File: src/rtl/pico_mips_mc_pkg.sv
// ----------------------------------------------------------------------------
// pico_pkg
// Shared types for the multi-cycle picoMIPS core.
// Contents:
//   OPCODE_W  width of the opcode field at the top of every instruction
//   opcode_t  the eight instruction opcodes
//   state_t   control FSM states
// ----------------------------------------------------------------------------
package pico_pkg;

   localparam int OPCODE_W = 3;

   typedef enum logic [2:0] {
      OP_ADD  = 3'd0,
      OP_ADDI = 3'd1,
      OP_MULI = 3'd2,
      OP_SUB  = 3'd3,
      OP_IN   = 3'd4,
      OP_OUT  = 3'd5,
      OP_BZ   = 3'd6,
      OP_JMP  = 3'd7
   } opcode_t;

   typedef enum logic [1:0] {
      S_FETCH    = 2'd0,
      S_EXEC     = 2'd1,
      S_WAIT_IN  = 2'd2,
      S_WAIT_OUT = 2'd3
   } state_t;

endpackage

File: src/rtl/pico_mips_mc_if.sv
// ----------------------------------------------------------------------------
// pico_mips_mc_if
// Bus bundle between the core and its surroundings: program ROM port plus the
// valid/ready IN and OUT channels.
// Signals:
//   imem_addr  core -> ROM   instruction address (the PC)
//   imem_data  ROM  -> core  instruction at imem_addr, combinational read
//   in_data    env  -> core  input channel data
//   in_valid   env  -> core  input data valid
//   in_ready   core -> env   core takes in_data this cycle
//   out_data   core -> env   output channel data
//   out_valid  core -> env   out_data valid, held until accepted
//   out_ready  env  -> core  sink takes out_data
// Modports: master = core side, slave = environment side.
// ----------------------------------------------------------------------------
interface pico_mips_mc_if #(
   parameter int N     = 8,
   parameter int NREGS = 4,
   parameter int Psize = 5,
   localparam int Isize = 3 + 2 * $clog2(NREGS) + N
);
   logic [Psize-1:0] imem_addr;
   logic [Isize-1:0] imem_data;
   logic [N-1:0]     in_data;
   logic             in_valid;
   logic             in_ready;
   logic [N-1:0]     out_data;
   logic             out_valid;
   logic             out_ready;

   modport master (
      output imem_addr, in_ready, out_data, out_valid,
      input  imem_data, in_data, in_valid, out_ready
   );

   modport slave (
      input  imem_addr, in_ready, out_data, out_valid,
      output imem_data, in_data, in_valid, out_ready
   );
endinterface

File: src/rtl/pico_mips_mc_regfile.sv
// ----------------------------------------------------------------------------
// pico_regfile
// General-purpose register file: two asynchronous read ports, one synchronous
// write port, synchronous active-low clear of every register.
// Ports:
//   clk      system clock
//   reset    synchronous active-low clear (wins over a write)
//   ra_addr / ra_data   read port A
//   rb_addr / rb_data   read port B
//   we, wa, wd          write enable, address, data
// ----------------------------------------------------------------------------
module pico_regfile #(
   parameter int N     = 8,
   parameter int NREGS = 4,
   localparam int RB   = $clog2(NREGS)
) (
   input  logic          clk,
   input  logic          reset,
   input  logic [RB-1:0] ra_addr,
   output logic [N-1:0]  ra_data,
   input  logic [RB-1:0] rb_addr,
   output logic [N-1:0]  rb_data,
   input  logic          we,
   input  logic [RB-1:0] wa,
   input  logic [N-1:0]  wd
);
   logic [N-1:0] regs_q [NREGS];
   logic [N-1:0] regs_d [NREGS];

   always_comb begin
      regs_d = regs_q;
      if (we) begin
         regs_d[wa] = wd;
      end
   end

   always_ff @(posedge clk) begin
      if (!reset) begin
         for (int i = 0; i < NREGS; i++) begin
            regs_q[i] <= '0;
         end
      end else begin
         regs_q <= regs_d;
      end
   end

   // Reads see the pre-write value, so Rd==Rs instructions use the old Rd.
   assign ra_data = regs_q[ra_addr];
   assign rb_data = regs_q[rb_addr];

endmodule

File: src/rtl/pico_mips_mc.sv
// ----------------------------------------------------------------------------
// pico_mips_mc
// Multi-cycle picoMIPS core. Each instruction is fetched in one cycle and
// executed in the next; IN and OUT park in a wait state until their channel
// handshake completes.
// Ports:
//   clk     system clock, all state updates on posedge
//   reset   synchronous active-low reset
//   bus     master side of pico_mips_mc_if (ROM port, IN and OUT channels)
//   halted  high while stalled on an IN or OUT handshake
// ----------------------------------------------------------------------------
module pico_mips_mc
   import pico_pkg::*;
#(
   parameter int N     = 8,
   parameter int NREGS = 4,
   parameter int Psize = 5,
   localparam int RB    = $clog2(NREGS),
   localparam int Isize = OPCODE_W + 2 * RB + N
) (
   input  logic           clk,
   input  logic           reset,
   pico_mips_mc_if.master bus,
   output logic           halted
);
   state_t            state_q, state_d;
   logic [Psize-1:0]  pc_q, pc_d;
   logic [Isize-1:0]  ir_q, ir_d;
   logic [N-1:0]      out_data_q, out_data_d;
   logic              out_valid_q, out_valid_d;

   opcode_t           opcode;
   logic [RB-1:0]     rd_addr, rs_addr;
   logic [N-1:0]      imm, rd_val, rs_val, alu_res, wr_data;
   logic              wr_en;
   logic [Psize-1:0]  pc_inc, br_target;
   logic signed [2*N-1:0] prod;
   logic              unused_prod_bits;

   assign opcode    = opcode_t'(ir_q[Isize-1 -: OPCODE_W]);
   assign rd_addr   = ir_q[Isize-OPCODE_W-1 -: RB];
   assign rs_addr   = ir_q[Isize-OPCODE_W-RB-1 -: RB];
   assign imm       = ir_q[N-1:0];
   assign pc_inc    = pc_q + Psize'(1);
   assign br_target = imm[Psize-1:0];

   pico_regfile #(.N(N), .NREGS(NREGS)) u_regfile (
      .clk     (clk),
      .reset   (reset),
      .ra_addr (rd_addr),
      .ra_data (rd_val),
      .rb_addr (rs_addr),
      .rb_data (rs_val),
      .we      (wr_en),
      .wa      (rd_addr),
      .wd      (wr_data)
   );

   // Signed Q1.(N-1) multiply: shifting right by N-1 and keeping N bits is
   // just a slice of the full double-width product.
   assign prod             = $signed(rd_val) * $signed(imm);
   assign unused_prod_bits = ^{prod[2*N-1], prod[N-2:0]};

   always_comb begin
      alu_res = rd_val;
      case (opcode)
         OP_ADD:  alu_res = rd_val + rs_val;
         OP_ADDI: alu_res = rd_val + imm;
         OP_MULI: alu_res = prod[2*N-2 -: N];
         OP_SUB:  alu_res = rd_val - rs_val;
         default: alu_res = rd_val;
      endcase
   end

   always_comb begin
      state_d     = state_q;
      pc_d        = pc_q;
      ir_d        = ir_q;
      out_data_d  = out_data_q;
      out_valid_d = out_valid_q;
      wr_en       = 1'b0;
      wr_data     = alu_res;
      case (state_q)
         S_FETCH: begin
            ir_d    = bus.imem_data;
            state_d = S_EXEC;
         end
         S_EXEC: begin
            state_d = S_FETCH;
            case (opcode)
               OP_ADD, OP_ADDI, OP_MULI, OP_SUB: begin
                  wr_en = 1'b1;
                  pc_d  = pc_inc;
               end
               OP_IN: begin
                  state_d = S_WAIT_IN;
               end
               OP_OUT: begin
                  // Capture Rd on entry so out_data stays stable while waiting.
                  out_data_d  = rd_val;
                  out_valid_d = 1'b1;
                  state_d     = S_WAIT_OUT;
               end
               OP_BZ: begin
                  pc_d = (rd_val == '0) ? br_target : pc_inc;
               end
               default: begin
                  pc_d = br_target;
               end
            endcase
         end
         S_WAIT_IN: begin
            if (bus.in_valid) begin
               wr_en   = 1'b1;
               wr_data = bus.in_data;
               pc_d    = pc_inc;
               state_d = S_FETCH;
            end
         end
         default: begin
            if (bus.out_ready) begin
               out_valid_d = 1'b0;
               pc_d        = pc_inc;
               state_d     = S_FETCH;
            end
         end
      endcase
   end

   // Reset abandons any pending handshake because it overrides every update.
   always_ff @(posedge clk) begin
      if (!reset) begin
         state_q     <= S_FETCH;
         pc_q        <= '0;
         ir_q        <= '0;
         out_data_q  <= '0;
         out_valid_q <= 1'b0;
      end else begin
         state_q     <= state_d;
         pc_q        <= pc_d;
         ir_q        <= ir_d;
         out_data_q  <= out_data_d;
         out_valid_q <= out_valid_d;
      end
   end

   assign bus.imem_addr = pc_q;
   assign bus.in_ready  = (state_q == S_WAIT_IN);
   assign bus.out_data  = out_data_q;
   assign bus.out_valid = out_valid_q;
   assign halted        = (state_q == S_WAIT_IN) || (state_q == S_WAIT_OUT);

endmodule

File: src/flat_wrapper.sv
// flat-port wrapper written by rule: the top's interface ports become plain ports
module pico_mips_mc_flat import pico_pkg::*;
#(
   parameter int N     = 8,
   parameter int NREGS = 4,
   parameter int Psize = 5,
   localparam int RB    = $clog2(NREGS),
   localparam int Isize = OPCODE_W + 2 * RB + N
)
  (clk, reset, halted, bus_imem_addr, bus_in_ready, bus_out_data, bus_out_valid, bus_imem_data, bus_in_data, bus_in_valid, bus_out_ready);
  pico_mips_mc_if #(.N(N), .NREGS(NREGS), .Psize(Psize)) bus_i ();
  input  logic clk;
  input  logic reset;
  output logic halted;
  output wire logic [$bits(bus_i.imem_addr)-1:0] bus_imem_addr;
  output wire logic [$bits(bus_i.in_ready)-1:0] bus_in_ready;
  output wire logic [$bits(bus_i.out_data)-1:0] bus_out_data;
  output wire logic [$bits(bus_i.out_valid)-1:0] bus_out_valid;
  input wire logic [$bits(bus_i.imem_data)-1:0] bus_imem_data;
  input wire logic [$bits(bus_i.in_data)-1:0] bus_in_data;
  input wire logic [$bits(bus_i.in_valid)-1:0] bus_in_valid;
  input wire logic [$bits(bus_i.out_ready)-1:0] bus_out_ready;
  assign bus_imem_addr = bus_i.imem_addr;
  assign bus_in_ready = bus_i.in_ready;
  assign bus_out_data = bus_i.out_data;
  assign bus_out_valid = bus_i.out_valid;
  assign bus_i.imem_data = bus_imem_data;
  assign bus_i.in_data = bus_in_data;
  assign bus_i.in_valid = bus_in_valid;
  assign bus_i.out_ready = bus_out_ready;
  pico_mips_mc #(.N(N), .NREGS(NREGS), .Psize(Psize)) u_core (.clk(clk), .reset(reset), .bus(bus_i), .halted(halted));
endmodule
File: config.mk
export PLATFORM = sky130hd
export DESIGN_NAME = pico_mips_mc_flat
export DESIGN_NICKNAME = d
export VERILOG_FILES = /design/src/rtl/pico_mips_mc_pkg.sv /design/src/rtl/pico_mips_mc_if.sv /design/src/rtl/pico_mips_mc_regfile.sv /design/src/rtl/pico_mips_mc.sv /design/src/flat_wrapper.sv
export SDC_FILE = /design/constraint.sdc
export NUM_CORES = 1
export LEC_CHECK = 0
export ABC_CLOCK_PERIOD_IN_PS = 9100
export CELL_PAD_IN_SITES_DETAIL_PLACEMENT = 0
export CELL_PAD_IN_SITES_GLOBAL_PLACEMENT = 1
export CORE_UTILIZATION = 25
export DETAILED_ROUTE_END_ITERATION = 10
export PLACE_DENSITY_LB_ADDON = 0.05
export SLEW_MARGIN = 20
export SYNTH_ARGS = -nofsm -noshare
export SYNTH_HDL_FRONTEND = slang
export SYNTH_SLANG_ARGS = --single-unit
File: constraint.sdc
create_clock -name clk -period 9.1 [get_ports clk]
set_clock_uncertainty 0.2 [all_clocks]
set_input_delay 1.82 -clock clk [delete_from_list [all_inputs] [get_ports clk]]
set_output_delay 1.82 -clock clk [all_outputs]
set_load 0.1 [all_outputs]
# --- Word-level counts from Yosys, hierarchy flattened ---
# Cells that the tools add are included.
word_totals:
  ff_bits: 63
  input_bits: 27
  output_inout_bits: 16
  elab_cells: 75
classes:
  n_addsub: 4
  n_mul: 1
  order_cmp: 3
  n_eq_ne: 12
  mux: 27
  n_bitwise: 4
  n_reduce_logical: 15
op_table:
  columns: ["op", "count"]
  rows:
  - ["$mux W8", 7]
  - ["$bmux W8 S2", 2]
  - ["$bwmux W32", 1]
  - ["$pmux W8 S4", 1]
  - ["$pmux W5 S3", 2]
  - ["$add A8 B8 Y8", 2]
  - ["$demux W8 S2", 1]
  - ["$mul A8 B8 Y15", 1]
  - ["$mux W5", 3]
  - ["$eq A3 B3 Y1 const B", 3]
  - ["$logic_not A8 Y1", 1]
  - ["$sub A8 B8 Y8", 1]
  - ["$eq A3 B2 Y1 const B", 2]
  - ["$ge A3 B3 Y1 const B", 2]
  - ["$not A2 Y3", 2]
  - ["$pmux W2 S3", 1]
  - ["$add A5 B1 Y5 const B", 1]
  - ["$eq A2 B2 Y1 const B", 2]
  - ["$mux W1", 4]
  - ["$mux W2", 2]
  - ["$ne A2 B2 Y1 const B", 2]
  - ["$pmux W1 S2", 2]
  - ["$pmux W2 S2", 1]
  - ["$reduce_and A2 Y1", 2]
  - ["16 further kinds", 18]

# --- Depth between registers and ports, before layout ---
depth:
  depth_word: 9
  depth_mapped: 23
  ltp_nobuf: 21

# --- Hierarchy ---
# From an unflattened synthesis, not the netlist that was laid out.
hier_totals:
  hier_cells: 698
  hier_area_um2: 6172.2
modules_own_cells:
  columns: ["mod", "instances", "cells_each", "area_per_inst_um2", "seq_area_each_um2"]
  rows:
  - ["pico_mips_mc", 1, 563, 4615.7, 620.6]
  - ["pico_regfile", 1, 135, 1556.5, 640.6]

# --- Least setup slack after synthesis ---
# OpenSTA, ideal clock, no wires.
synth_timing:
  kind: "reg-to-reg"
  from: "register u_core.ir_q[11]"
  to: "register u_core.u_regfile.regs_q[15] (netlist name)"
  setup_time_ns: 0.060
  arrival_ns: 5.561
  required_ns: 8.840
  setup_slack_ns: 3.279
  stages_incl_launch_ff: 23
  path_buffers: 2
  synth_period_minus_slack_ns: 5.821
  path_cell_list: "dfxtp_1 -> buf_2 -> clkbuf_1 -> mux2_2 -> a21oi_1 -> nor2_1 -> ha_1 -> inv_1 -> fa_1 -> inv_1 -> fa_1 -> inv_1 -> fa_1 -> inv_1 -> ha_1 -> a21o_1 -> nor4_1 -> a211oi_1 -> a2111oi_0 -> xnor2_1 -> nor3_1 -> a32oi_1 -> nand2_1"
synth_between:
  elab_chain_cells: 9
  word_cells_on_any_way: 17
  cone_classes: "add/sub (3); mul (1); order compare (2); mux (9); bitwise (1); reduce/logical (1)"
synth_rtl:
  columns: ["element", "line_no", "source"]
  rows:
  - ["start, declared", "pico_mips_mc.sv:28", "logic [Isize-1:0] ir_q, ir_d;"]
  - ["start signal, assigned", "pico_mips_mc.sv:141", "ir_q <= ir_d;"]
  - ["$not A2 Y3 (not written as such) (*)", "pico_mips_mc_regfile.sv:33, pico_mips_mc_regfile.sv:48", null]
  - ["$bmux W8 S2", "pico_mips_mc_regfile.sv:48", "assign ra_data = regs_q[ra_addr];"]
  - ["$mux W8 (not written as such) (2 in a row)", "pico_mips_mc_regfile.sv:48", null]
  - ["$mul A8 B8 Y15 (tied with other cells)", "pico_mips_mc.sv:61", "assign prod = $signed(rd_val) * $signed(imm);"]
  - ["$pmux W8 S4", "pico_mips_mc.sv:66", "case (opcode)"]
  - ["$mux W8", "pico_mips_mc.sv:113", "if (bus.in_valid) begin"]
  - ["$mux W8", "pico_mips_mc.sv:83", "case (state_q)"]
  - ["$bwmux W32 (*)", "pico_mips_mc_regfile.sv:33", "regs_d[wa] = wd;"]
  - ["end signal, assigned", "pico_mips_mc_regfile.sv:43", "regs_q <= regs_d;"]
  - ["end, declared", "pico_mips_mc_regfile.sv:27", "logic [N-1:0] regs_q [NREGS];"]
# Mark *: on every way between the ends. The rest lies on a longest branch, timed or not. The select of a mux whose other input is x is not followed.
# A chain may end at the register's enable or synchronous reset.

# --- Worst setup path after layout ---
layout_timing:
  from: "register u_core.ir_q[10]"
  to: "register u_core.u_regfile.regs_q[31] (netlist name)"
# The elaborated chain is that of the path after synthesis.

==> metrics.log <==
INFO  metric outcome = finished, final reports clean
INFO  metric synth.top_cell.area_share = roughly a fifth
INFO  metric r2r-end = u_core.u_regfile.regs_q[31]
INFO  metric ctsRootBufferMaster = sky130_fd_sc_hd__clkbuf_16
INFO  metric grt_antenna_before_repair = 0
INFO  metric async_reset_ff_share = 0%
INFO  metric ys_top_cells_by_count = 83 x sky130_fd_sc_hd__inv_1, 73 x sky130_fd_sc_hd__nand2_1, 63 x sky130_fd_sc_hd__dfxtp_1
INFO  metric slew_headroom = 34.6%
INFO  metric timing.critical_path.slowest_stage_cell = sky130_fd_sc_hd__dfxtp_1
INFO  metric initial_core_util = 25.8%
INFO  metric synthesis.yosys.warnings = 0
INFO  metric cts-buffers-inserted = 9
INFO  metric routedWlPerCell = between 15 and 20 µm
INFO  metric worst_path_dominant_cell_family = adder cells
INFO  metric route.final.wire_length = between 20000 and 25000 µm
INFO  metric post_cts_resized = 0
INFO  metric grt_max_degree = ~70
INFO  metric worst_path_arrival_time = roughly 6.9 ns
INFO  metric drc = 0
INFO  metric crit_fanout = 18
INFO  metric yosysSeqAreaShare = roughly 20%
INFO  metric setup_slack = between 2 and 2.5 ns
INFO  metric rrSetupSlack = approximately 2.3 ns
INFO  metric synth-seq-cells = 63
INFO  metric yosysTopAreaCell = sky130_fd_sc_hd__dfxtp_1
INFO  metric core_area = 0.0246 mm²
INFO  metric required_time_at_the_worst_slack_endpoint = 9.18 ns
INFO  metric crit_path_cell_trace = mux4_2, inv_1, nand2_1, fa_1, fa_1, inv_1, fa_1, inv_1, fa_1, inv_1, ha_1, and3_1, nor4_1, a211oi_1, a2111oi_0, xnor2_1, nor3_1, a32oi_1, nand2_1
INFO  metric worst_setup_path_endpoint = u_core.u_regfile.regs_q[31]
INFO  metric post_synth_num_cell_types = 55
INFO  metric endpoint_kind = register
INFO  metric path_depth = 19
INFO  metric routed_via_density = 4.81
INFO  metric clk_pin_slew = 0.06 ns
INFO  metric final-setup-viol-count = 0
INFO  metric number_of_global_route_vias_before_repair = 5446
INFO  metric placedCellCount = between 1000 and 1500
INFO  metric holdWs = roughly 0.27 ns
INFO  metric port_buffers = 42
INFO  metric share_of_the_clock_period_used_by_the_worst_path_after_layout = 75.2%
INFO  metric finalInstanceArea = ~0.0073 mm²
INFO  metric placement_rows = between 50 and 60
INFO  metric ir_worst_vdd = about 81 µV
INFO  metric post_synth.cell_area_avg = approximately 8.5 µm²
INFO  metric grt_setup_unrepaired = false
INFO  metric number_of_nets_produced_by_synthesis = between 800 and 900
INFO  metric num-fill-cells = 2667
INFO  metric syn2layout_area_growth = 14.3%
INFO  metric grt_remaining_overflow = 0
INFO  metric detailroute.via_count = around 5300
INFO  metric netlist_top_cells_area = sky130_fd_sc_hd__dfxtp_1 20%, sky130_fd_sc_hd__fa_1 16%, sky130_fd_sc_hd__ha_1 7.7%, sky130_fd_sc_hd__inv_1 4.9%, sky130_fd_sc_hd__and2_1 4.4%
INFO  metric synthesis.area = between 0.006 and 0.007 mm²
INFO  metric cap_viol_max_count = 0
INFO  metric worstSkewPairLatency = 0.34 ns
INFO  metric antenna_cells = 0
INFO  metric drt_first_pass_iters = 7
INFO  metric gp_congestion = 0.810
INFO  metric count_of_mapped_cells_out_of_synthesis = 750
INFO  metric critical_path.startpoint_type = register
INFO  metric hpwlAfterDp = around 15000 µm
INFO  metric number_of_nets_in_the_layout = between 800 and 900
INFO  metric layout-drive-gt1-share = 5.19%
INFO  metric worstReg2RegStart = u_core.ir_q[10]
INFO  metric tritoncts_clock_tree = done
INFO  metric cts_max_path_buffers = 2
INFO  metric die_x = roughly 160 µm
INFO  metric worst_hold_path_type = register to register
INFO  metric final_hold_violation_count = 0
INFO  metric critical_path.n_buffers_inverters = 4
INFO  metric cellPowerDensity = 145 mW/mm²
INFO  metric floorplan.io_pins = 43
INFO  metric design.die.area = around 0.026 mm²
INFO  metric cts.sinks = 63
INFO  metric postLayoutCoreUtil = between 20% and 30%
INFO  metric antenna_left = 0
INFO  metric totalNegativeSetupSlack = 0 ns
INFO  metric ff2ff_path_depth = 19
INFO  metric crit_path_max_incr_delay = 0.84 ns
INFO  metric timing.fmax = between 100 and 150 MHz
INFO  metric ys_dominant_reg_cell = sky130_fd_sc_hd__dfxtp_1
INFO  metric drtIter0Drc = 226
INFO  metric wire_length_of_the_first_global_routing_pass = between 30000 and 40000 µm
INFO  metric post_synth_edffs = 0
INFO  metric postCtsHoldBufs = 0
INFO  metric final.min_clock_period = 6.84 ns
INFO  metric placedInstanceArea = 0.00699 mm²
INFO  metric synth.most_common_cell = sky130_fd_sc_hd__inv_1
INFO  metric clock_tree.htree_level_count = 3
INFO  metric chip_height = around 160 µm
INFO  metric track_usage = 16.0%
INFO  metric overall_power_after_layout = approximately 1.0 mW
INFO  metric post_cts_repair_setup_buffers = 0
INFO  metric critPathLaunch = u_core.ir_q[10]
INFO  metric post_layout_nonfiller_instances = approximately 1100
INFO  metric place_worst_setup_slack = around 2.1 ns
INFO  metric timing_worst_slew_pin_value = between 0.9 and 1 ns
INFO  metric p_leak = between 3 and 4 nW
INFO  metric finalMaxSlewViolations = 0
INFO  metric crit_type = register to register
-- how the worst min path moves through the flow --
stage                                 from                           to  slack (ns)  cells past startpoint
3_3_place_gp        u_core.bus.out_data[6]       u_core.bus.out_data[6]        0.26                      2
3_5_place_dp        u_core.bus.out_data[5]       u_core.bus.out_data[5]        0.26                      2
2_1_floorplan  u_core.u_regfile.regs_q[22]  u_core.u_regfile.regs_q[22]        0.25                      2
4_1_cts             u_core.bus.out_data[5]       u_core.bus.out_data[5]        0.27                      2
5_1_grt             u_core.bus.out_data[2]       u_core.bus.out_data[2]        0.30                      2
6_report            u_core.bus.out_data[5]       u_core.bus.out_data[5]        0.27                      2
-- final cells by class --
class / count / area, µm² / area share (%)
multi-input combinational: 562 / 4570 / 63.0
sequential: 63 / 1260 / 17.4
timing repair buffer: 46 / 445 / 6.14
tap: 324 / 405 / 5.59
inverter: 83 / 312 / 4.30
clock buffer: 12 / 236 / 3.26
clock inverter: 4 / 22.5 / 0.311
-- metal layers --
metal	GRT usage (%)	part of all wire (%)	vias up
li1	-	-	2561
met1	21.0	47	2607
met2	27.6	49	84
met3	1.69	1.9	15
met4	4.42	1.3	0
met5	0	0	-
-- worst register-to-register path: stages, from the launching register on --
cell                        delay, ns
sky130_fd_sc_hd__dfxtp_1         0.84
sky130_fd_sc_hd__mux4_2          0.76
sky130_fd_sc_hd__inv_1           0.21
sky130_fd_sc_hd__nand2_1         0.11
sky130_fd_sc_hd__fa_1            0.53
sky130_fd_sc_hd__fa_1            0.55
sky130_fd_sc_hd__inv_1           0.05
sky130_fd_sc_hd__fa_1            0.52
sky130_fd_sc_hd__inv_1           0.05
sky130_fd_sc_hd__fa_1            0.52
sky130_fd_sc_hd__inv_1           0.04
sky130_fd_sc_hd__ha_1            0.32
sky130_fd_sc_hd__and3_1          0.19
sky130_fd_sc_hd__nor4_1          0.28
sky130_fd_sc_hd__a211oi_1        0.14
sky130_fd_sc_hd__a2111oi_0       0.56
sky130_fd_sc_hd__xnor2_1         0.26
sky130_fd_sc_hd__nor3_1          0.43
sky130_fd_sc_hd__a32oi_1         0.11
sky130_fd_sc_hd__nand2_1         0.10
-- layout by cell type, fill, tap and decap left out, drive strengths merged, types with 5 or more instances in the layout --
| cell | instances |
|---|---|
| a32oi | 6 |
| clkdlybuf4s50 | 41 |
| o21ai | 51 |
| a21oi | 26 |
| inv | 83 |
| xor2 | 9 |
| o31ai | 11 |
| nand2 | 73 |
| clkbuf | 12 |
| and2 | 46 |
| nor3 | 11 |
| nor2 | 58 |
| nand3 | 17 |
| fa | 51 |
| a211oi | 9 |
| and3 | 6 |
| mux4 | 16 |
| a31oi | 9 |
| nor4 | 5 |
| dfxtp | 63 |
| mux2i | 19 |
| nor2b | 32 |
| xnor2 | 16 |
| ha | 39 |
| a21boi | 10 |
| buf | 5 |
-- power breakdown --
group | leakage (nW) | switching [mW] | internal (mW)
registers | 0.512 | 0.0351 | 0.290
logic | 2.43 | 0.247 | 0.164
clock network | 0.126 | 0.129 | 0.183
-- cells by family after synthesis --
kind of cell	Yosys count	synth area share [%]
AO/OA/AOI/OAI	148	14.9
XOR/XNOR	25	3.45
adder cells (fa/ha/maj)	90	23.8
buffers and inverters	125	8.20
flip-flops	63	19.9
multiplexers	36	9.21
AND/OR/NAND/NOR	263	20.6
-- registers in the layout (all words and copies together), names as in the netlist --
name	cells
u_core.bus.imem_addr	5
u_core.bus.out_data	8
u_core.bus.out_valid	1
u_core.ir_q	15
u_core.state_q	2
u_core.u_regfile.regs_q	32
Note: power is estimated with default switching activity, not from simulation.
